<file path="config.mk">
export PLATFORM = sky130hd
export DESIGN_NAME = score_display
export DESIGN_NICKNAME = d
export VERILOG_FILES = /design/src/rtl/score_pkg.sv /design/src/rtl/score_bcd_counter.sv /design/src/rtl/score_display.sv
export SDC_FILE = /design/constraint.sdc
export NUM_CORES = 1
export LEC_CHECK = 0
export CAP_MARGIN = 15
export CORE_UTILIZATION = 50
export DETAILED_ROUTE_END_ITERATION = 12
export PLACE_DENSITY = 0.85
export SYNTH_ARGS = -nofsm -noshare
export SYNTH_HDL_FRONTEND = slang
export SYNTH_SLANG_ARGS = --single-unit
</file>
<file path="constraint.sdc">
create_clock -name clk -period 3.2 [get_ports clk]
set_clock_uncertainty 0.15 [all_clocks]
set_input_delay 0.64 -clock clk [delete_from_list [all_inputs] [get_ports clk]]
set_output_delay 0.64 -clock clk [all_outputs]
set_load 0.005 [all_outputs]
</file>
<file path="src/rtl/score_pkg.sv">
// ============================================================================
// Module   : score_pkg
// Purpose  : Shared BCD score types, seven-segment constants and decoder.
// Revision : 1.0 - initial release
// ============================================================================
`default_nettype none

package score_pkg;

    localparam int DIGITS = 4;

    typedef logic [3:0]              bcd_t;
    typedef bcd_t [DIGITS-1:0]       score_t;

    // Segment order {dp,g,f,e,d,c,b,a}, active-low, dp always off
    localparam logic [7:0] SEG_BLANK = 8'hFF;
    localparam logic [7:0] SEG_0     = 8'hC0;
    localparam logic [7:0] SEG_1     = 8'hF9;
    localparam logic [7:0] SEG_2     = 8'hA4;
    localparam logic [7:0] SEG_3     = 8'hB0;
    localparam logic [7:0] SEG_4     = 8'h99;
    localparam logic [7:0] SEG_5     = 8'h92;
    localparam logic [7:0] SEG_6     = 8'h82;
    localparam logic [7:0] SEG_7     = 8'hF8;
    localparam logic [7:0] SEG_8     = 8'h80;
    localparam logic [7:0] SEG_9     = 8'h90;

    function automatic logic [7:0] seg_decode(input bcd_t d);
        logic [7:0] s;
        case (d)
            4'd0:    s = SEG_0;
            4'd1:    s = SEG_1;
            4'd2:    s = SEG_2;
            4'd3:    s = SEG_3;
            4'd4:    s = SEG_4;
            4'd5:    s = SEG_5;
            4'd6:    s = SEG_6;
            4'd7:    s = SEG_7;
            4'd8:    s = SEG_8;
            4'd9:    s = SEG_9;
            default: s = SEG_BLANK;
        endcase
        return s;
    endfunction

endpackage

`default_nettype wire

</file>
<file path="src/rtl/score_bcd_counter.sv">
// ============================================================================
// Module   : score_bcd_counter
// Purpose  : Saturating 4-digit BCD counter with synchronous clear.
// Revision : 1.0 - initial release
// ============================================================================
`default_nettype none

module score_bcd_counter
    import score_pkg::*;
(
    input  logic   clk,
    input  logic   rst,
    input  logic   inc,
    input  logic   clr,
    output score_t score
);

    score_t              r_score;
    score_t              w_next;
    logic [DIGITS:0]     w_carry;
    logic                w_sat;

    // A digit advances only when every lower digit is wrapping from 9
    assign w_carry[0] = 1'b1;

    for (genvar i = 0; i < DIGITS; i++) begin : g_digit
        logic w_is9;
        assign w_is9        = (r_score[i] == 4'd9);
        assign w_carry[i+1] = w_carry[i] && w_is9;
        assign w_next[i]    = !w_carry[i] ? r_score[i] :
                              (w_is9 ? 4'd0 : r_score[i] + 4'd1);
    end

    // Carry out of the top digit means the score is 9999
    assign w_sat = w_carry[DIGITS];

    always_ff @(posedge clk or posedge rst) begin
        if (rst) begin
            r_score <= '0;
        end else if (clr) begin
            r_score <= '0;
        end else if (inc && !w_sat) begin
            r_score <= w_next;
        end
    end

    assign score = r_score;

endmodule

`default_nettype wire

</file>
<file path="src/rtl/score_display.sv">
// ============================================================================
// Module   : score_display
// Purpose  : Counts passed pipes in BCD and scans a 4-digit active-low
//            seven-segment display. Define HIGH_SCORE_EN for best-score keeping.
// Revision : 1.0 - initial release
// ============================================================================
`default_nettype none

module score_display
    import score_pkg::*;
#(
    parameter int SCAN_DIV_W = 17,
    parameter bit BLANK_LZ   = 1'b1
) (
    input  logic        clk,
    input  logic        rst,
    input  logic        pass,
    input  logic        clr,
    input  logic        show_best,
    output logic [15:0] score,
    output logic [15:0] best,
    output logic [7:0]  seg,
    output logic [3:0]  an
);

    logic                  r_sync1;
    logic                  r_sync2;
    logic                  r_edge;
    logic                  r_inc;
    logic [SCAN_DIV_W-1:0] r_div;
    logic [7:0]            r_seg;
    logic [3:0]            r_an;

    score_t                w_score;
    score_t                w_best;
    score_t                w_disp;
    logic [1:0]            w_sel;
    logic [DIGITS-1:0]     w_lz;
    logic                  w_blank;

    always_ff @(posedge clk or posedge rst) begin
        if (rst) begin
            r_sync1 <= 1'b0;
            r_sync2 <= 1'b0;
            r_edge  <= 1'b0;
            r_inc   <= 1'b0;
        end else begin
            r_sync1 <= pass;
            r_sync2 <= r_sync1;
            r_edge  <= r_sync2;
            r_inc   <= r_sync2 && !r_edge;
        end
    end

    score_bcd_counter u_counter (
        .clk   (clk),
        .rst   (rst),
        .inc   (r_inc),
        .clr   (clr),
        .score (w_score)
    );

`ifdef HIGH_SCORE_EN
    score_t r_best;

    // Plain unsigned compare of packed BCD orders the same as decimal
    always_ff @(posedge clk or posedge rst) begin
        if (rst) begin
            r_best <= '0;
        end else if (clr && (w_score > r_best)) begin
            r_best <= w_score;
        end
    end

    assign w_best = r_best;
    assign w_disp = show_best ? r_best : w_score;
`else
    logic w_unused_show_best;

    assign w_unused_show_best = show_best;
    assign w_best             = '0;
    assign w_disp             = w_score;
`endif

    always_ff @(posedge clk or posedge rst) begin
        if (rst) begin
            r_div <= '0;
        end else begin
            r_div <= r_div + 1'b1;
        end
    end

    assign w_sel = r_div[SCAN_DIV_W-1:SCAN_DIV_W-2];

    // w_lz[k]: digit k and all higher digits are zero
    for (genvar k = 0; k < DIGITS; k++) begin : g_lz
        if (k == DIGITS - 1) begin : g_top
            assign w_lz[k] = (w_disp[k] == 4'd0);
        end else begin : g_low
            assign w_lz[k] = (w_disp[k] == 4'd0) && w_lz[k+1];
        end
    end

    assign w_blank = BLANK_LZ && (w_sel != 2'd0) && w_lz[w_sel];

    always_ff @(posedge clk or posedge rst) begin
        if (rst) begin
            r_seg <= SEG_BLANK;
            r_an  <= 4'hF;
        end else begin
            r_seg <= w_blank ? SEG_BLANK : seg_decode(w_disp[w_sel]);
            r_an  <= ~(4'b0001 << w_sel);
        end
    end

    assign score = w_score;
    assign best  = w_best;
    assign seg   = r_seg;
    assign an    = r_an;

endmodule

`default_nettype wire

</file>
==> flow_metrics.tcl, run 1 <==
set metrics [dict create \
    outcome "finished, final reports clean" \
    grt_pass1_wl_um 7610 \
    crit_start "u_counter.score[8]" \
    synth-seq-cells 48 \
    post_dp_cell_area_mm2 0.00288 \
    dr.pass1.iters 4 \
    htree_levels 2 \
    tritoncts "done" \
    power.leakage_nw 1.28 \
    pin_count 49 \
    r2r_cells 6 \
    cp-start-kind "flop" \
    core_mm2 0.00488 \
    rsz0062_at_grt "false" \
    period_share_pct 69.4 \
    maxSlewViolCount 0 \
    cts-hold-fix-buffers 0 \
    ir_worst_vdd_uv 194 \
    cp_slowest_cell "clkdlybuf4s50_1" \
    required_ps 2410 \
    syn2layout_area_growth_pct 13.2 \
    layout-drive-gt1-share_pct 10.8 \
    die_area_mm2 0.00553 \
    die_y_um 74.4 \
    grt_overflow 0 \
    yosysMostFrequentCell "dfrtp_1" \
    synth_async_sr_flop_share_pct 100 \
    slowest_delay_ps 570 \
    avgSynthCellArea_um2 10.6 \
    worstSetupPathType "reg2out" \
    crit_family "buffers and inverters" \
    synth_cells 248 \
    max-cap-violations 0 \
    max_freq_ghz 0.451 \
    viasPerCell 5.29 \
    hold_class "reg2reg" \
    final_antenna_net_count 0 \
    gp_congestion 0.856 \
    yosysTopAreaCell "dfrtp_1" \
    post_cts_buffers 0 \
    ys.flop_type "dfrtp_1" \
    power.total_mw 1.04 \
    r2r_start "u_counter.score[1]" \
    grtUsageTotal_pct 18.5 \
    critical_path.max_fanout 10 \
    drc 0 \
    grt_max_degree 41 \
    p_per_area_mw_per_mm2 350 \
    nNetsFinal 296 \
    worst-path-buf-inv 1 \
    yosys_warnings 0 \
    cts_buffers 5 \
    routed_wl_um 4650 \
    antennaDiodeCount 0 \
    r2r_slack_ps 1090 \
    final_cell_area_mm2 0.00297 \
    synth_seq_area_share_pct 46.4 \
    cts_resized 0 \
    setup_violations 0 \
    crit_cells 1 \
    fin_tns_setup_ps 0 \
    ys_top_cells_by_count "37 x dfrtp_1, 18 x buf_4, 16 x nand2_1, 15 x ha_1, 15 x inv_1" \
    start_util_pct 53.7 \
    netlist_top_cells_area "dfrtp_1 35%, dfstp_2 11%, ha_1 7.2%, buf_4 5.2%, xnor2_1 4.0%" \
    antenna_found_initial 0 \
    drt_iter0_markers 90 \
    rows 25 \
    synth_cell_types 48 \
    via_count 1819 \
    hold_slack_ps 204 \
    clk_path_buf_depth 2 \
    cp-end-kind "primary output" \
    slew_headroom_pct 45.5 \
    endpoint "score[8]" \
    synth_top_area_share_pct 35.3 \
    worstMarginPinSlew_ps 816 \
    timing.rr.end "u_counter.score[7]" \
    setup_slack_ps 980 \
    route.detailed.wl_per_inst_um 13.5 \
    grt_pass1_vias 1619 \
    final_hold_viol_count 0 \
    cts_root_buffer "clkbuf_8" \
    dieWidth_um 74.4 \
    crit_chain "clkdlybuf4s50_1" \
    portBuffers 30 \
    clkTransAtPathRegs_ps 90 \
    place_ws_ps 1120 \
    min_period_ps 2220 \
    cp.arrival_ps 1430 \
    synth_edf_count 0 \
    clkSinkCount 48 \
    hpwl_um 3250 \
    insertion_delay_ps 310 \
    syn_area_mm2 0.00262 \
]
## kinds of logic (layout without fill, tap and decap cells)
logic type | after synthesis | after routing | synth area share, %
other cells | 2 | 17 | 0.287
buf+inv | 40 | 54 | 9.31
xor+xnor | 20 | 20 | 6.69
fa+ha+maj | 15 | 15 | 7.16
compound gates | 31 | 31 | 7.36
simple gates | 86 | 86 | 18.5
flops | 48 | 48 | 46.4
mux | 6 | 6 | 4.35
## layer usage
layer,track usage (%),routed length (um)
met5,0,0
met4,5.66,59
met3,4.47,190
met2,31.1,2320
met1,23.7,2080
## layout by cell type (no fill, tap or decap), types with 8 or more instances in the layout
cell | netlist | layout
ha_1 | 15 | 15
a21oi_1 | 12 | 12
dfrtp_1 | 37 | 37
dfstp_2 | 11 | 11
nand2_1 | 16 | 16
nand3_1 | 14 | 14
inv_1 | 15 | 14
clkdlybuf4s50_1 | 0 | 30
conb_1 | 2 | 17
xor2_1 | 8 | 8
nor2_1 | 14 | 14
xnor2_1 | 12 | 12
## stage by stage
stage	util [%]	std cells
floorplan	-	263
global placement	59.0	336
detailed placement	59.0	336
CTS	60.8	344
global route	60.8	344
finish	60.8	344
## worst min-delay path by stage
stage / from / end / slack (ps) / cells after the start
floorplan: r_sync1 / r_sync2 / 180 / 0
global placement: r_sync1 / r_sync2 / 190 / 0
detailed placement: r_sync1 / r_sync2 / 180 / 0
CTS: r_sync1 / r_sync2 / 200 / 0
global route: r_sync1 / r_sync2 / 220 / 0
finish: r_sync1 / r_sync2 / 200 / 0
## cell type report
class	count	area, um2
clock inverter	2	12.5
sequential	48	1210
clock buffer	6	72.6
fill	420	1910
multi-input combinational	175	1220
inverter	15	56.3
tap	67	83.8
timing repair buffer	31	308
## sequential cells by signal, indices dropped and copies added, names as in the netlist
signal and count:
r_sync1 1, r_edge 1, r_div 17, seg 7
r_sync2 1, u_counter.score 16, an 4, r_inc 1
## where the power goes
part	internal (mW)	total [mW]	switching [mW]
logic	0.0238	0.0580	0.0342
clock network	0.153	0.356	0.203
registers	0.618	0.624	0.00551
Note: power is estimated with default switching activity, not from simulation.
==> run 2, diff against run 1 <==
==> constraint.sdc (replaced) <==
create_clock -name clk -period 2.3 [get_ports clk]
set_clock_uncertainty 0.15 [all_clocks]
set_input_delay 0.46 -clock clk [delete_from_list [all_inputs] [get_ports clk]]
set_output_delay 0.46 -clock clk [all_outputs]
set_load 0.005 [all_outputs]
==> run 2 against run 1 <==
Against the previous run:
- count of clock-buffer cells in the layout increased by 1
- largest cell class unchanged
- sequential share of layout area down 1.1 points
- critical path type is now reg2reg
- worst hold slack about the same
- power increased by 55%
- sequential power is 39% higher
- register-to-register slack worse by 810 ps
- routed wire length decreased by 1.1%
- non-clock buffer count rose by 4
==> flow_metrics.tcl, run 2 (synthesized netlist as in run 1, its figures left out) <==
set metrics [dict create \
    drc 0 \
    die_area_mm2 0.00553 \
    required_ps 2370 \
    post_cts_buffers 0 \
    viasPerCell 5.34 \
    layout-drive-gt1-share_pct 12.1 \
    fin_tns_setup_ps 0 \
    hpwl_um 3320 \
    period_share_pct 88.0 \
    endpoint "u_counter.score[14]" \
    r2r_start "u_counter.score[4]" \
    worstMarginPinSlew_ps 577 \
    setup_slack_ps 276 \
    final_cell_area_mm2 0.00305 \
    power_switching_mw 0.321 \
    ir_worst_vdd_uv 304 \
    gp_congestion 0.856 \
    htree_levels 2 \
    cp.arrival_ps 2090 \
    sw_frac_of_total_pct 20.0 \
    hold_slack_ps 203 \
    p_seq_share_pct 53.7 \
    clkSinkCount 48 \
    rsz0062_at_grt "false" \
    grtUsageMet3_pct 4.07 \
    drt_iter0_markers 76 \
    r2r_cells 5 \
    final_common_cell "dfrtp_1" \
    rows 25 \
    syn2layout_area_growth_pct 16.4 \
    core_mm2 0.00488 \
    cp-end-kind "flop" \
    power.total_mw 1.61 \
    critical_path.max_fanout 8 \
    clkTransAtPathRegs_ps 80 \
    final_antenna_net_count 0 \
    largest_register "r_div" \
    grt_overflow 0 \
    post_dp_cell_area_mm2 0.00292 \
    clk_path_buf_depth 2 \
    max_freq_ghz 0.494 \
    min_period_ps 2020 \
    insertion_delay_ps 300 \
    pwr-share-comb_pct 5.5 \
    dp.cells 340 \
    cts_buffers 5 \
    pin_count 49 \
    route.detailed.wl_per_inst_um 13.2 \
    pwr-share-clk_pct 40.8 \
    dr.pass1.iters 4 \
    grt_use_met2_pct 30.9 \
    final_util_pct 62.5 \
    final_hold_viol_count 0 \
    cts-hold-fix-buffers 0 \
    cts_resized 0 \
    timing.rr.end "u_counter.score[14]" \
    tritoncts "done" \
    via_count 1859 \
    worstSetupPathType "reg2reg" \
    r2r_slack_ps 280 \
    largest_reg_flops 17 \
    hold_class "reg2reg" \
    antennaDiodeCount 0 \
    setup_violations 0 \
    met1_usage_pct 23.3 \
    outcome "finished, final reports clean" \
    instances_no_fill 348 \
    grt_pass1_wl_um 7730 \
    antenna_found_initial 0 \
    p_int_mw 1.29 \
    layout_common_cells "37 x dfrtp_1, 30 x clkdlybuf4s50_1, 17 x conb_1" \
    slew_headroom_pct 61.4 \
    maxSlewViolCount 0 \
    start_util_pct 53.7 \
    nNetsFinal 300 \
    portBuffers 30 \
    cts_root_buffer "clkbuf_8" \
    power.leakage_nw 1.33 \
    p_per_area_mw_per_mm2 528 \
    dieWidth_um 74.4 \
    max-cap-violations 0 \
    grt_max_degree 30 \
    grtUsageTotal_pct 18.3 \
    crit_start "u_counter.score[4]" \
    cp-start-kind "flop" \
    die_y_um 74.4 \
    routed_wl_um 4600 \
    place_ws_ps 301 \
    grt_pass1_vias 1696 \
    grt.busiest_layer "met2" \
]
## run 2: power groups by stage
stage	logic [mW]	registers, mW	clock network, mW
floorplan	0.0669	0.883	0
finish	0.0881	0.865	0.656
global placement	0.0868	0.881	0
global route	0.102	0.867	0.706
detailed placement	0.0888	0.881	0
CTS	0.0889	0.865	0.675
## run 2: layout make-up
cell class,count,area (um2)
fill,401,1830
multi-input combinational,175,1220
sequential,48,1210
timing repair buffer,35,350
clock buffer,7,97.6
tap,67,83.8
inverter,15,56.3
clock inverter,1,30.0
## run 2: worst min-delay path by stage
stage | start | endpoint | slack (ps) | cells after the start
after CTS | r_sync1 | r_sync2 | 200 | 0
after global routing | r_sync1 | r_sync2 | 210 | 0
after floorplan | r_sync1 | r_sync2 | 180 | 0
after detailed placement | r_sync1 | r_sync2 | 190 | 0
after global placement | r_sync1 | r_sync2 | 190 | 0
final | r_sync1 | r_sync2 | 200 | 0
## run 2: worst max-delay path: stages, from the launching register on
cell     delay [ps]
dfrtp_1         540
ha_1            230
and3b_1         320
nand4_2         200
or3_1           350
a21oi_1         150
## run 2: metal layers
metal  wire, um  part of all wire [%]
met1       2040                    44
met3        219                   4.8
met2       2280                    50
met4         62                   1.3
met5          0                     0
==> run 3, diff against run 2 <==
--- a/config.mk
+++ b/config.mk
@@ -6,9 +6,11 @@
 export NUM_CORES = 1
 export LEC_CHECK = 0
 export CAP_MARGIN = 15
+export CORE_MARGIN = 5
 export CORE_UTILIZATION = 50
 export DETAILED_ROUTE_END_ITERATION = 12
 export PLACE_DENSITY = 0.85
+export SETUP_SLACK_MARGIN = 0.05
 export SYNTH_ARGS = -nofsm -noshare
 export SYNTH_HDL_FRONTEND = slang
 export SYNTH_SLANG_ARGS = --single-unit
==> run 3 against run 2 <==
Against the previous run:
- sequential share of layout area is 0.21 points higher
- register-to-register slack about the same
- non-clock buffer count unchanged
- via count down 1.5%
- die area is 23% higher
- cell area shrank 0.53%
- global-route usage shrank 2.0 points
- highest routed layer unchanged
==> flow_metrics.tcl, run 3 (synthesized netlist as in run 1, its figures left out) <==
set metrics [dict create \
    period_share_pct 88.2 \
    critical_path.max_fanout 9 \
    r2r_slack_ps 270 \
    cts_root_buffer "clkbuf_8" \
    layout_common_cells "37 x dfrtp_1, 30 x clkdlybuf4s50_1, 17 x conb_1" \
    dr.pass1.iters 4 \
    p_seq_share_pct 56.0 \
    insertion_delay_ps 300 \
    p_per_area_mw_per_mm2 510 \
    crit_start "u_counter.score[1]" \
    timing.rr.end "u_counter.score[7]" \
    post_cts_buffers 0 \
    r2r_cells 6 \
    drt_iter0_markers 122 \
    antenna_found_initial 0 \
    largest_reg_flops 17 \
    sw_frac_of_total_pct 21.1 \
    pwr-share-comb_pct 5.8 \
    grtUsageTotal_pct 16.3 \
    route.detailed.wl_per_inst_um 14.0 \
    setup_violations 0 \
    gp_congestion 0.834 \
    slew_headroom_pct 56.9 \
    nNetsFinal 300 \
    final_antenna_net_count 0 \
    die_area_mm2 0.00679 \
    syn2layout_area_growth_pct 15.8 \
    max_freq_ghz 0.493 \
    core_mm2 0.00511 \
    grt_max_degree 29 \
    tritoncts "done" \
    worstSetupPathType "reg2reg" \
    final_common_cell "dfrtp_1" \
    clk_path_buf_depth 2 \
    rsz0062_at_grt "false" \
    grt_pass1_vias 1759 \
    p_int_mw 1.22 \
    power_switching_mw 0.326 \
    cts_resized 0 \
    clkTransAtPathRegs_ps 90 \
    antennaDiodeCount 0 \
    hold_class "reg2reg" \
    min_period_ps 2030 \
    endpoint "u_counter.score[7]" \
    via_count 1832 \
    final_hold_viol_count 0 \
    viasPerCell 5.22 \
    ir_worst_vdd_uv 289 \
    cp.arrival_ps 2080 \
    required_ps 2360 \
    maxSlewViolCount 0 \
    drc 0 \
    grt_pass1_wl_um 8380 \
    routed_wl_um 4920 \
    outcome "finished, final reports clean" \
    die_y_um 82.4 \
    worstMarginPinSlew_ps 645 \
    hpwl_um 3430 \
    cp-end-kind "flop" \
    instances_no_fill 351 \
    r2r_start "u_counter.score[1]" \
    start_util_pct 51.3 \
    grt_overflow 0 \
    dieWidth_um 82.4 \
    largest_register "r_div" \
    cts_buffers 5 \
    max-cap-violations 0 \
    pin_count 49 \
    layout-drive-gt1-share_pct 12.1 \
    pwr-share-clk_pct 38.2 \
    rows 26 \
    htree_levels 2 \
    fin_tns_setup_ps 0 \
    dp.cells 343 \
    cp-start-kind "flop" \
    power.leakage_nw 1.32 \
    clkSinkCount 48 \
    cts-hold-fix-buffers 0 \
    portBuffers 30 \
]
run 3: changes by cell type in the layout (fill, tap and decap cells not counted), sizes merged:
cell,delta
clkinv,+1
clkbuf,-1
run 3: cell type report:
cell class / instances / area [um2]
timing repair buffer: 35 / 350
multi-input combinational: 175 / 1220
clock inverter: 2 / 35.0
tap: 70 / 87.6
inverter: 15 / 56.3
sequential: 48 / 1210
clock buffer: 6 / 72.6
fill: 425 / 2070
run 3: worst max-delay path: stages, from the launching register on:
cell and delay, ps:
dfrtp_1 390, inv_1 80, ha_1 180, and4b_1 430, o31a_1 310, a41oi_1 140
a311oi_1 250
run 3: power groups by stage:
stage	Clock (mW)	Combinational [mW]	Sequential, mW
floorplan	0	0.0669	0.883
global placement	0	0.0879	0.881
detailed placement	0	0.0900	0.881
CTS	0.612	0.0905	0.865
global route	0.649	0.103	0.867
finish	0.591	0.0900	0.865
run 3: through the flow:
stage / util [%] / power [mW] / hold slack, ps / instance area (um2) / setup slack, ps
after CTS: 59.4 / 1.57 / 222 / 3030 / 265
after detailed placement: 57.3 / 0.971 / 193 / 2930 / 328
final: 59.4 / 1.55 / 217 / 3030 / 272
after global placement: 57.3 / 0.969 / 189 / 2930 / 360
after global routing: 59.4 / 1.62 / 231 / 3030 / 100
after floorplan: - / 0.950 / 181 / 2680 / 480
run 3: how the worst min path moves through the flow:
| stage | from | to | slack (ps) | cells after the start |
|---|---|---|---|---|
| global route | r_sync1 | r_sync2 | 230 | 0 |
| CTS | r_sync1 | r_sync2 | 220 | 0 |
| global placement | r_sync1 | r_sync2 | 190 | 0 |
| finish | r_sync1 | r_sync2 | 220 | 0 |
| floorplan | r_sync1 | r_sync2 | 180 | 0 |
| detailed placement | r_sync1 | r_sync2 | 190 | 0 |
run 3: per-layer routing:
metal  vias to the layer above  track usage, %  wire (um)
met1                       878            20.1       2050
met4                         0            6.98         93
met3                        10            3.69        314
met5                         -               0          0
li1                        885               -          -
met2                        59            27.2       2470
